**src/rtl/mem_port_arbiter.sv**
```systemverilog
// -----------------------------------------------------------------------------
// mem_port_arbiter
//
// Shares the single port of the word memory between the instruction-fetch path
// (read-only) and the load/store path (read/write). Every access runs through
// IDLE -> ACCESS -> DONE. The memory-side outputs are plain registers that are
// loaded when a request is accepted and cleared when ACCESS ends. They are
// therefore steady across the falling edge where the memory commits a write,
// and the asynchronous reset drops them immediately.
//
// Optional feature macro: MEM_ARB_ROUND_ROBIN_EN
//   defined   : round-robin between the two ports when both request
//   undefined : fixed priority, the data port wins (fetch may starve)
//
// Ports
//   clock, reset_n                 clock (rising edge), async active-low reset
//   i_req, i_addr                  fetch request/address (held until i_ack)
//   i_ack, i_rdata, i_err          fetch ack pulse, registered data / range error
//   d_req, d_we, d_addr, d_wdata   load/store request (held until d_ack)
//   d_ack, d_rdata, d_err          load/store ack pulse, registered data / error
//   mem_write_enabled, mem_read_enabled, mem_address, mem_wdata  to memory
//   mem_rdata                      from memory (combinational read)
// -----------------------------------------------------------------------------
module mem_port_arbiter #(
    parameter int WORD_SIZE   = 32,
    parameter int MEMORY_SIZE = 1024
) (
    input  logic                 clock,
    input  logic                 reset_n,
    input  logic                 i_req,
    input  logic [WORD_SIZE-1:0] i_addr,
    output logic                 i_ack,
    output logic [WORD_SIZE-1:0] i_rdata,
    output logic                 i_err,
    input  logic                 d_req,
    input  logic                 d_we,
    input  logic [WORD_SIZE-1:0] d_addr,
    input  logic [WORD_SIZE-1:0] d_wdata,
    output logic                 d_ack,
    output logic [WORD_SIZE-1:0] d_rdata,
    output logic                 d_err,
    output logic                 mem_write_enabled,
    output logic                 mem_read_enabled,
    output logic [WORD_SIZE-1:0] mem_address,
    output logic [WORD_SIZE-1:0] mem_wdata,
    input  logic [WORD_SIZE-1:0] mem_rdata
);

    typedef enum logic [1:0] {
        ST_IDLE   = 2'd0,
        ST_ACCESS = 2'd1,
        ST_DONE   = 2'd2
    } state_t;

    localparam logic [WORD_SIZE-1:0] MAX_ADDR = WORD_SIZE'(MEMORY_SIZE - 1);
    localparam logic [WORD_SIZE-1:0] ZERO_WORD = {WORD_SIZE{1'b0}};

    // Unsigned full-width range check.
    function automatic logic addr_out_of_range(input logic [WORD_SIZE-1:0] addr);
        return (addr > MAX_ADDR);
    endfunction

    state_t                 state_r;
    logic                   grant_data_r;   // 1 = current access belongs to the data port
    logic                   oor_r;          // latched address was out of range
    logic                   we_r;           // latched store flag
    logic                   mem_we_r;
    logic                   mem_re_r;
    logic [WORD_SIZE-1:0]   mem_addr_r;     // latched address, visible during ACCESS only
    logic [WORD_SIZE-1:0]   mem_wdata_r;    // latched store data, visible during ACCESS only
    logic                   i_ack_r;
    logic                   d_ack_r;
    logic [WORD_SIZE-1:0]   i_rdata_r;
    logic [WORD_SIZE-1:0]   d_rdata_r;
    logic                   i_err_r;
    logic                   d_err_r;
`ifdef MEM_ARB_ROUND_ROBIN_EN
    logic                   last_grant_r;   // 0 = FETCH, 1 = DATA
`endif

    logic                   grant_data_s;
    logic [WORD_SIZE-1:0]   sel_addr_s;
    logic [WORD_SIZE-1:0]   sel_wdata_s;
    logic                   sel_we_s;
    logic                   sel_oor_s;

    // Winner selection while in IDLE.
    always_comb begin
        grant_data_s = 1'b0;
        if (d_req && i_req) begin
`ifdef MEM_ARB_ROUND_ROBIN_EN
            grant_data_s = ~last_grant_r;
`else
            grant_data_s = 1'b1;
`endif
        end else if (d_req) begin
            grant_data_s = 1'b1;
        end else begin
            grant_data_s = 1'b0;
        end
    end

    // Values latched for the winner; fetch never carries write data or a write.
    always_comb begin
        sel_addr_s  = ZERO_WORD;
        sel_wdata_s = ZERO_WORD;
        sel_we_s    = 1'b0;
        if (grant_data_s) begin
            sel_addr_s  = d_addr;
            sel_wdata_s = d_wdata;
            sel_we_s    = d_we;
        end else begin
            sel_addr_s  = i_addr;
            sel_wdata_s = ZERO_WORD;
            sel_we_s    = 1'b0;
        end
        sel_oor_s = addr_out_of_range(sel_addr_s);
    end

    // Access sequencer: arbitration, memory-side registers, result capture, acks.
    always_ff @(posedge clock or negedge reset_n) begin
        if (!reset_n) begin
            state_r      <= ST_IDLE;
            grant_data_r <= 1'b0;
            oor_r        <= 1'b0;
            we_r         <= 1'b0;
            mem_we_r     <= 1'b0;
            mem_re_r     <= 1'b0;
            mem_addr_r   <= ZERO_WORD;
            mem_wdata_r  <= ZERO_WORD;
            i_ack_r      <= 1'b0;
            d_ack_r      <= 1'b0;
            i_rdata_r    <= ZERO_WORD;
            d_rdata_r    <= ZERO_WORD;
            i_err_r      <= 1'b0;
            d_err_r      <= 1'b0;
`ifdef MEM_ARB_ROUND_ROBIN_EN
            last_grant_r <= 1'b0;
`endif
        end else begin
            case (state_r)
                ST_IDLE: begin
                    i_ack_r <= 1'b0;
                    d_ack_r <= 1'b0;
                    if (i_req || d_req) begin
                        grant_data_r <= grant_data_s;
                        oor_r        <= sel_oor_s;
                        we_r         <= sel_we_s;
                        mem_addr_r   <= sel_addr_s;
                        mem_wdata_r  <= sel_wdata_s;
                        mem_re_r     <= 1'b1;
                        // An out-of-range store is turned into a plain read.
                        mem_we_r     <= sel_we_s & ~sel_oor_s;
`ifdef MEM_ARB_ROUND_ROBIN_EN
                        last_grant_r <= grant_data_s;
`endif
                        state_r      <= ST_ACCESS;
                    end else begin
                        state_r      <= ST_IDLE;
                    end
                end
                ST_ACCESS: begin
                    // mem_rdata still shows the pre-write word here.
                    if (grant_data_r) begin
                        d_rdata_r <= oor_r ? ZERO_WORD : mem_rdata;
                        d_err_r   <= oor_r;
                        d_ack_r   <= 1'b1;
                    end else begin
                        i_rdata_r <= oor_r ? ZERO_WORD : mem_rdata;
                        i_err_r   <= oor_r;
                        i_ack_r   <= 1'b1;
                    end
                    mem_we_r    <= 1'b0;
                    mem_re_r    <= 1'b0;
                    mem_addr_r  <= ZERO_WORD;
                    mem_wdata_r <= ZERO_WORD;
                    we_r        <= 1'b0;
                    state_r     <= ST_DONE;
                end
                ST_DONE: begin
                    i_ack_r <= 1'b0;
                    d_ack_r <= 1'b0;
                    state_r <= ST_IDLE;
                end
                default: begin
                    i_ack_r     <= 1'b0;
                    d_ack_r     <= 1'b0;
                    mem_we_r    <= 1'b0;
                    mem_re_r    <= 1'b0;
                    mem_addr_r  <= ZERO_WORD;
                    mem_wdata_r <= ZERO_WORD;
                    we_r        <= 1'b0;
                    state_r     <= ST_IDLE;
                end
            endcase
        end
    end

    assign i_ack             = i_ack_r;
    assign i_rdata           = i_rdata_r;
    assign i_err             = i_err_r;
    assign d_ack             = d_ack_r;
    assign d_rdata           = d_rdata_r;
    assign d_err             = d_err_r;
    // we_r is kept alongside mem_we_r; the final gate cannot widen a write.
    assign mem_write_enabled = mem_we_r & we_r;
    assign mem_read_enabled  = mem_re_r;
    assign mem_address       = mem_addr_r;
    assign mem_wdata         = mem_wdata_r;

endmodule

```
**config.mk**
```make
export PLATFORM = sky130hd
export DESIGN_NAME = mem_port_arbiter
export DESIGN_NICKNAME = d
export VERILOG_FILES = /design/src/rtl/mem_port_arbiter.sv
export SDC_FILE = /design/constraint.sdc
export NUM_CORES = 1
export LEC_CHECK = 0
export ABC_AREA = 1
export CAP_MARGIN = 40
export CELL_PAD_IN_SITES_DETAIL_PLACEMENT = 1
export CELL_PAD_IN_SITES_GLOBAL_PLACEMENT = 2
export CORE_UTILIZATION = 25
export CTS_BUF_LIST = sky130_fd_sc_hd__clkbuf_8
export CTS_CLUSTER_SIZE = 40
export DETAILED_ROUTE_END_ITERATION = 10
export PLACE_DENSITY = 0.84
export SLEW_MARGIN = 15
export SYNTH_ARGS = -nofsm -noshare
export SYNTH_HDL_FRONTEND = slang
export SYNTH_SLANG_ARGS = --single-unit
```
**constraint.sdc**
```tcl
create_clock -name clock -period 3.52 [get_ports clock]
set_input_delay 0.352 -clock clock [delete_from_list [all_inputs] [get_ports clock]]
set_output_delay 0.352 -clock clock [all_outputs]
set_load 0.05 [all_outputs]
```
* Word-level counts from Yosys, hierarchy flattened
Index checks and enable logic that the tools add are counted.
Storage, ports and cells: register bits 139, input bits 133, output and inout port bits 134
Operators by class: magnitude comparators 1, equality and inequality tests 5, mux-type cells 22, bitwise operators 5, reductions and logical operators 7
Operator list (number):
- 2-to-1 mux 32 bit | 5
- case mux 32 bit (2 select lines) | 2
- greater-than comparator 32 x 10 -> 1 bit, second input constant | 1
- 2-to-1 mux 1 bit | 11
- AND reduction 2 bit | 4
- inequality test 2 bit, second input constant | 3
- case mux 1 bit (2 select lines) | 3
- case mux 2 bit (2 select lines) | 1
- inverter 1 bit | 3
- AND 1 bit | 2
- == test 2 x 1 -> 1 bit, second input constant | 1
- == test 2 bit, second input constant | 1
- logical NOT 2 bit | 1
- logical AND 1 bit | 1
- logical OR 1 bit | 1

* Longest topological paths before layout
word-level depth 8, depth in mapped cells 10, mapped depth without buffers 9

* Worst setup path after synthesis
OpenSTA, ideal clock, no wires.
path type flip-flop to flip-flop, from register state_r[1], to register mem_addr_r[10], in the netlist mem_address[10], setup time 0.121 ns, arrival time 1.144 ns, required time 3.399 ns, slack 2.254 ns, stages on the path, launching flop included 7, buffers on the path 2, clock period less this slack 1.266 ns, cells stage by stage dfrtp_1 o21bai_2 nand2_1 inv_2 buf_2 buf_2 a22o_1
Between the ends: longest elaborated chain between the ends 3
Ends and longest elaborated chain:
- start, declared | RTL line 63 | state_t state_r;
- start signal, assigned | RTL line 123 | state_r <= ST_IDLE;
- start signal, assigned | RTL line 157 | state_r <= ST_ACCESS;
- start signal, assigned | RTL line 159 | state_r <= ST_IDLE;
- logical NOT 2 bit / == test 2 bit (equally long branches) | RTL line 141 | case (state_r)
- inequality test 2 bit (no line) / inverter 1 bit (equally long branches)
- AND reduction 2 bit (no line)
- end signal, assigned | RTL line 149 | mem_addr_r <= sel_addr_s;
- end, declared | RTL line 69 | logic [WORD_SIZE-1:0] mem_addr_r;
Parallel ways exist; a longest one is shown, timed or not. A chain may end at the register's enable or synchronous reset.

* Worst setup path after layout
from register mem_we_r, to output port mem_write_enabled
Between the ends: longest elaborated chain between the ends 1
Ends and longest elaborated chain:
- start, declared | RTL line 67 | logic mem_we_r;
- start signal, assigned | RTL line 153 | mem_we_r <= sel_we_s & ~sel_oor_s;
- AND 1 bit | RTL line 206 | assign mem_write_enabled = mem_we_r & we_r;
- end, declared | RTL line 42 | output logic mem_write_enabled,
Every way passes these cells.

==> impl_metrics.py <==
metrics = {
    "global_routing": {
        "grt_max_degree": 72,
        "globalRouteOverflowTotal": 0,
        "antenna_found_initial": 1,
        "track_usage_pct": 18.4,
        "grt_pass1_vias": 5844,
        "grt_pass1_wl_um": 33500,
    },
    "pwr": {
        "p_per_area_nw_per_um2": 961,
        "leakagePower_nw": 4.42,
        "ir_worst_vdd_v": 0.000341,
    },
    "placement": {
        "io_buffer_count": 266,
        "dp_cells": 1185,
        "gp_congestion": 0.804,
        "dp_hpwl_um": 14700,
    },
    "yosys": {
        "ys_ff_latch": 139,
        "ys_seq_area_share_pct": 59.7,
        "syn_avg_cell_area_um2": 8.76,
        "syn_inst": 665,
        "synth.distinct_cells": 19,
        "yosys_warnings": 0,
        "netlist_area_um2": 5820,
        "synth_nets": 798,
    },
    "floorplan": {
        "core_um2": 22700,
        "die_w_um": 155,
        "fp.dieH_um": 155,
        "rows": 55,
        "io-pin-count": 267,
        "dieArea_um2": 23900,
        "start_util_pct": 25.6,
    },
    "setup_path": {
        "critPathRequiredTime_ns": 3.17,
        "r2r_slack_ns": 1.63,
        "setup.worst_path.start_class": "register",
        "cp.arrival_ns": 1.77,
        "cp_max_fo": 2,
        "critical_path_class": "reg2out",
        "end_kind": "output pin",
    },
    "clock_network": {
        "clk_latency_ns": 0.45,
        "cts_tree": "yes",
        "cts_hold_buffers": 1,
        "cts_resized": 0,
        "cts_root_buf": "clkbuf_8",
        "path_clk_slew_ns": 0.08,
        "clock_path_buffers": 2,
        "htree_levels": 4,
        "postCtsSetupRepairBufs": 0,
        "cts_buffers": 17,
        "cts.sinks": 139,
    },
    "sta": {
        "setup_tns_ns": 0,
        "tightest_slew_ns": 0.782,
        "fmax_mhz": 471,
        "setup_viol": 0,
        "slew_headroom_pct": 47.9,
        "rsz0062_at_grt": "no",
        "fin_crit_sh_pct": 60.3,
        "min_period_ns": 2.12,
        "finalHoldViolCount": 0,
        "slew_viol_final": 0,
        "finClkSkew_ns": 0.0164,
    },
    "drt": {
        "wl_um": 21100,
        "dr_total_vias": 5407,
        "ant_nets": 0,
        "routedWlPerCell_um": 17.3,
        "drt_iter0_markers": 267,
        "drc": 0,
        "drtPass1Iterations": 4,
        "viasPerCell": 4.44,
    },
    "cells_and_area": {
        "drive_gt1_share_pct": 5.79,
        "diodes": 0,
        "finalNetCount": 1053,
        "area_growth_pct": 58.5,
        "fill_cells": 2645,
        "layoutNonFillerInstCount": 1218,
    },
    "hold_path": {
        "hold_class": "in2reg",
    },
    "flow_run": {
        "cap_violations": 0,
    },
    "run_status": {
        "outcome": "completed",
    },
}
## power breakdown
part | leakage [nW] | internal (mW) | switching [mW]
Clock | 0.226 | 0.812 | 0.703
Combinational | 2.36 | 1.48 | 3.29
Sequential | 1.83 | 2.19 | 0.389
## through the flow
step	instance area, um^2	power (mW)	setup slack [ns]	hold slack, ns	util (%)
4_1_cts	9230	9.00	1.34	0.267	40.6
3_5_place_dp	8760	7.43	1.39	0.443	38.6
3_3_place_gp	8760	7.37	1.41	0.437	38.6
6_report	9230	8.86	1.40	0.304	40.6
2_1_floorplan	5820	5.57	2.25	0.0564	-
5_1_grt	9230	9.34	1.30	0.296	40.6
## state kept, by name, indices dropped and copies added (netlist names)
register,count
oor_r,1
we_r,1
d_rdata,32
mem_read_enabled,1
grant_data_r,1
i_ack,1
mem_address,32
i_rdata,32
mem_wdata,32
d_ack,1
d_err,1
i_err,1
state_r,2
mem_we_r,1
## logic make-up (layout without fill, tap and decap cells)
family / Yosys count / count (layout) / share of synthesized area, %
and+or+nand+nor: 366 / 366 / 24.1
buffers and inverters: 84 / 352 / 5.82
AOI/OAI and AO/OA: 76 / 76 / 10.4
DFF: 139 / 139 / 59.7
## final timing paths
path                            start                end  depth (start not counted)
min in group asynchronous     reset_n     mem_address[0]                          2
max in group asynchronous     reset_n         d_rdata[4]                          3
hold reg to reg            state_r[1]         state_r[1]                          1
hold / removal                  d_req               we_r                          3
setup reg to reg           state_r[0]              d_err                          8
setup / recovery             mem_we_r  mem_write_enabled                          3
## per-layer routing
metal	wire [um]	vias up	part of all wire, %	track usage (%)
met5	12	-	0.057	0
met4	634	2	3.0	8.16
met3	892	37	4.2	3.95
met2	10300	140	49	30.8
met1	9170	2621	44	22.9
li1	-	2607	-	-
## layout make-up
cell class	instances	area [um^2]	area share, %
sequential	139	3480	37.7
timing repair buffer	276	2760	29.9
multi-input combinational	442	2010	21.8
tap	285	357	3.86
clock buffer	18	248	2.68
clock inverter	14	209	2.26
inverter	44	165	1.79
## layout by cell type, fill, tap and decap left out, types with 2 or more instances in the layout
cell type        instances
nand2_1                298
clkdlybuf4s50_1        264
dfrtp_1                139
nor2_1                  60
inv_1                   38
a32o_1                  32
clkbuf_8                18
o21ai_0                 17
a22o_1                  15
o21ai_1                 11
buf_4                    7
inv_2                    6
bufinv_16                4
nor2_4                   3
inv_8                    3
inv_6                    3
clkinvlp_4               2
buf_12                   2
## synth_stat cells (all sizes together)
master / count / area, um^2
a22o: 15 / 131
a32o: 32 / 320
and2: 1 / 6.26
buf: 20 / 98.8
clkbuf: 20 / 75.1
dfrtp: 139 / 3480
inv: 44 / 165
nand2: 298 / 1120
nand3: 1 / 5.00
nand4: 1 / 6.26
nor2: 64 / 260
o21ai: 28 / 140
o21bai: 1 / 11.3
or2: 1 / 6.26
## critical path, stage by stage, from the launching register on
cell	delay [ns]
dfrtp_1	0.36
nand2_1	0.06
inv_1	0.06
clkdlybuf4s50_1	0.85
(Power assumes the default switching activity.)
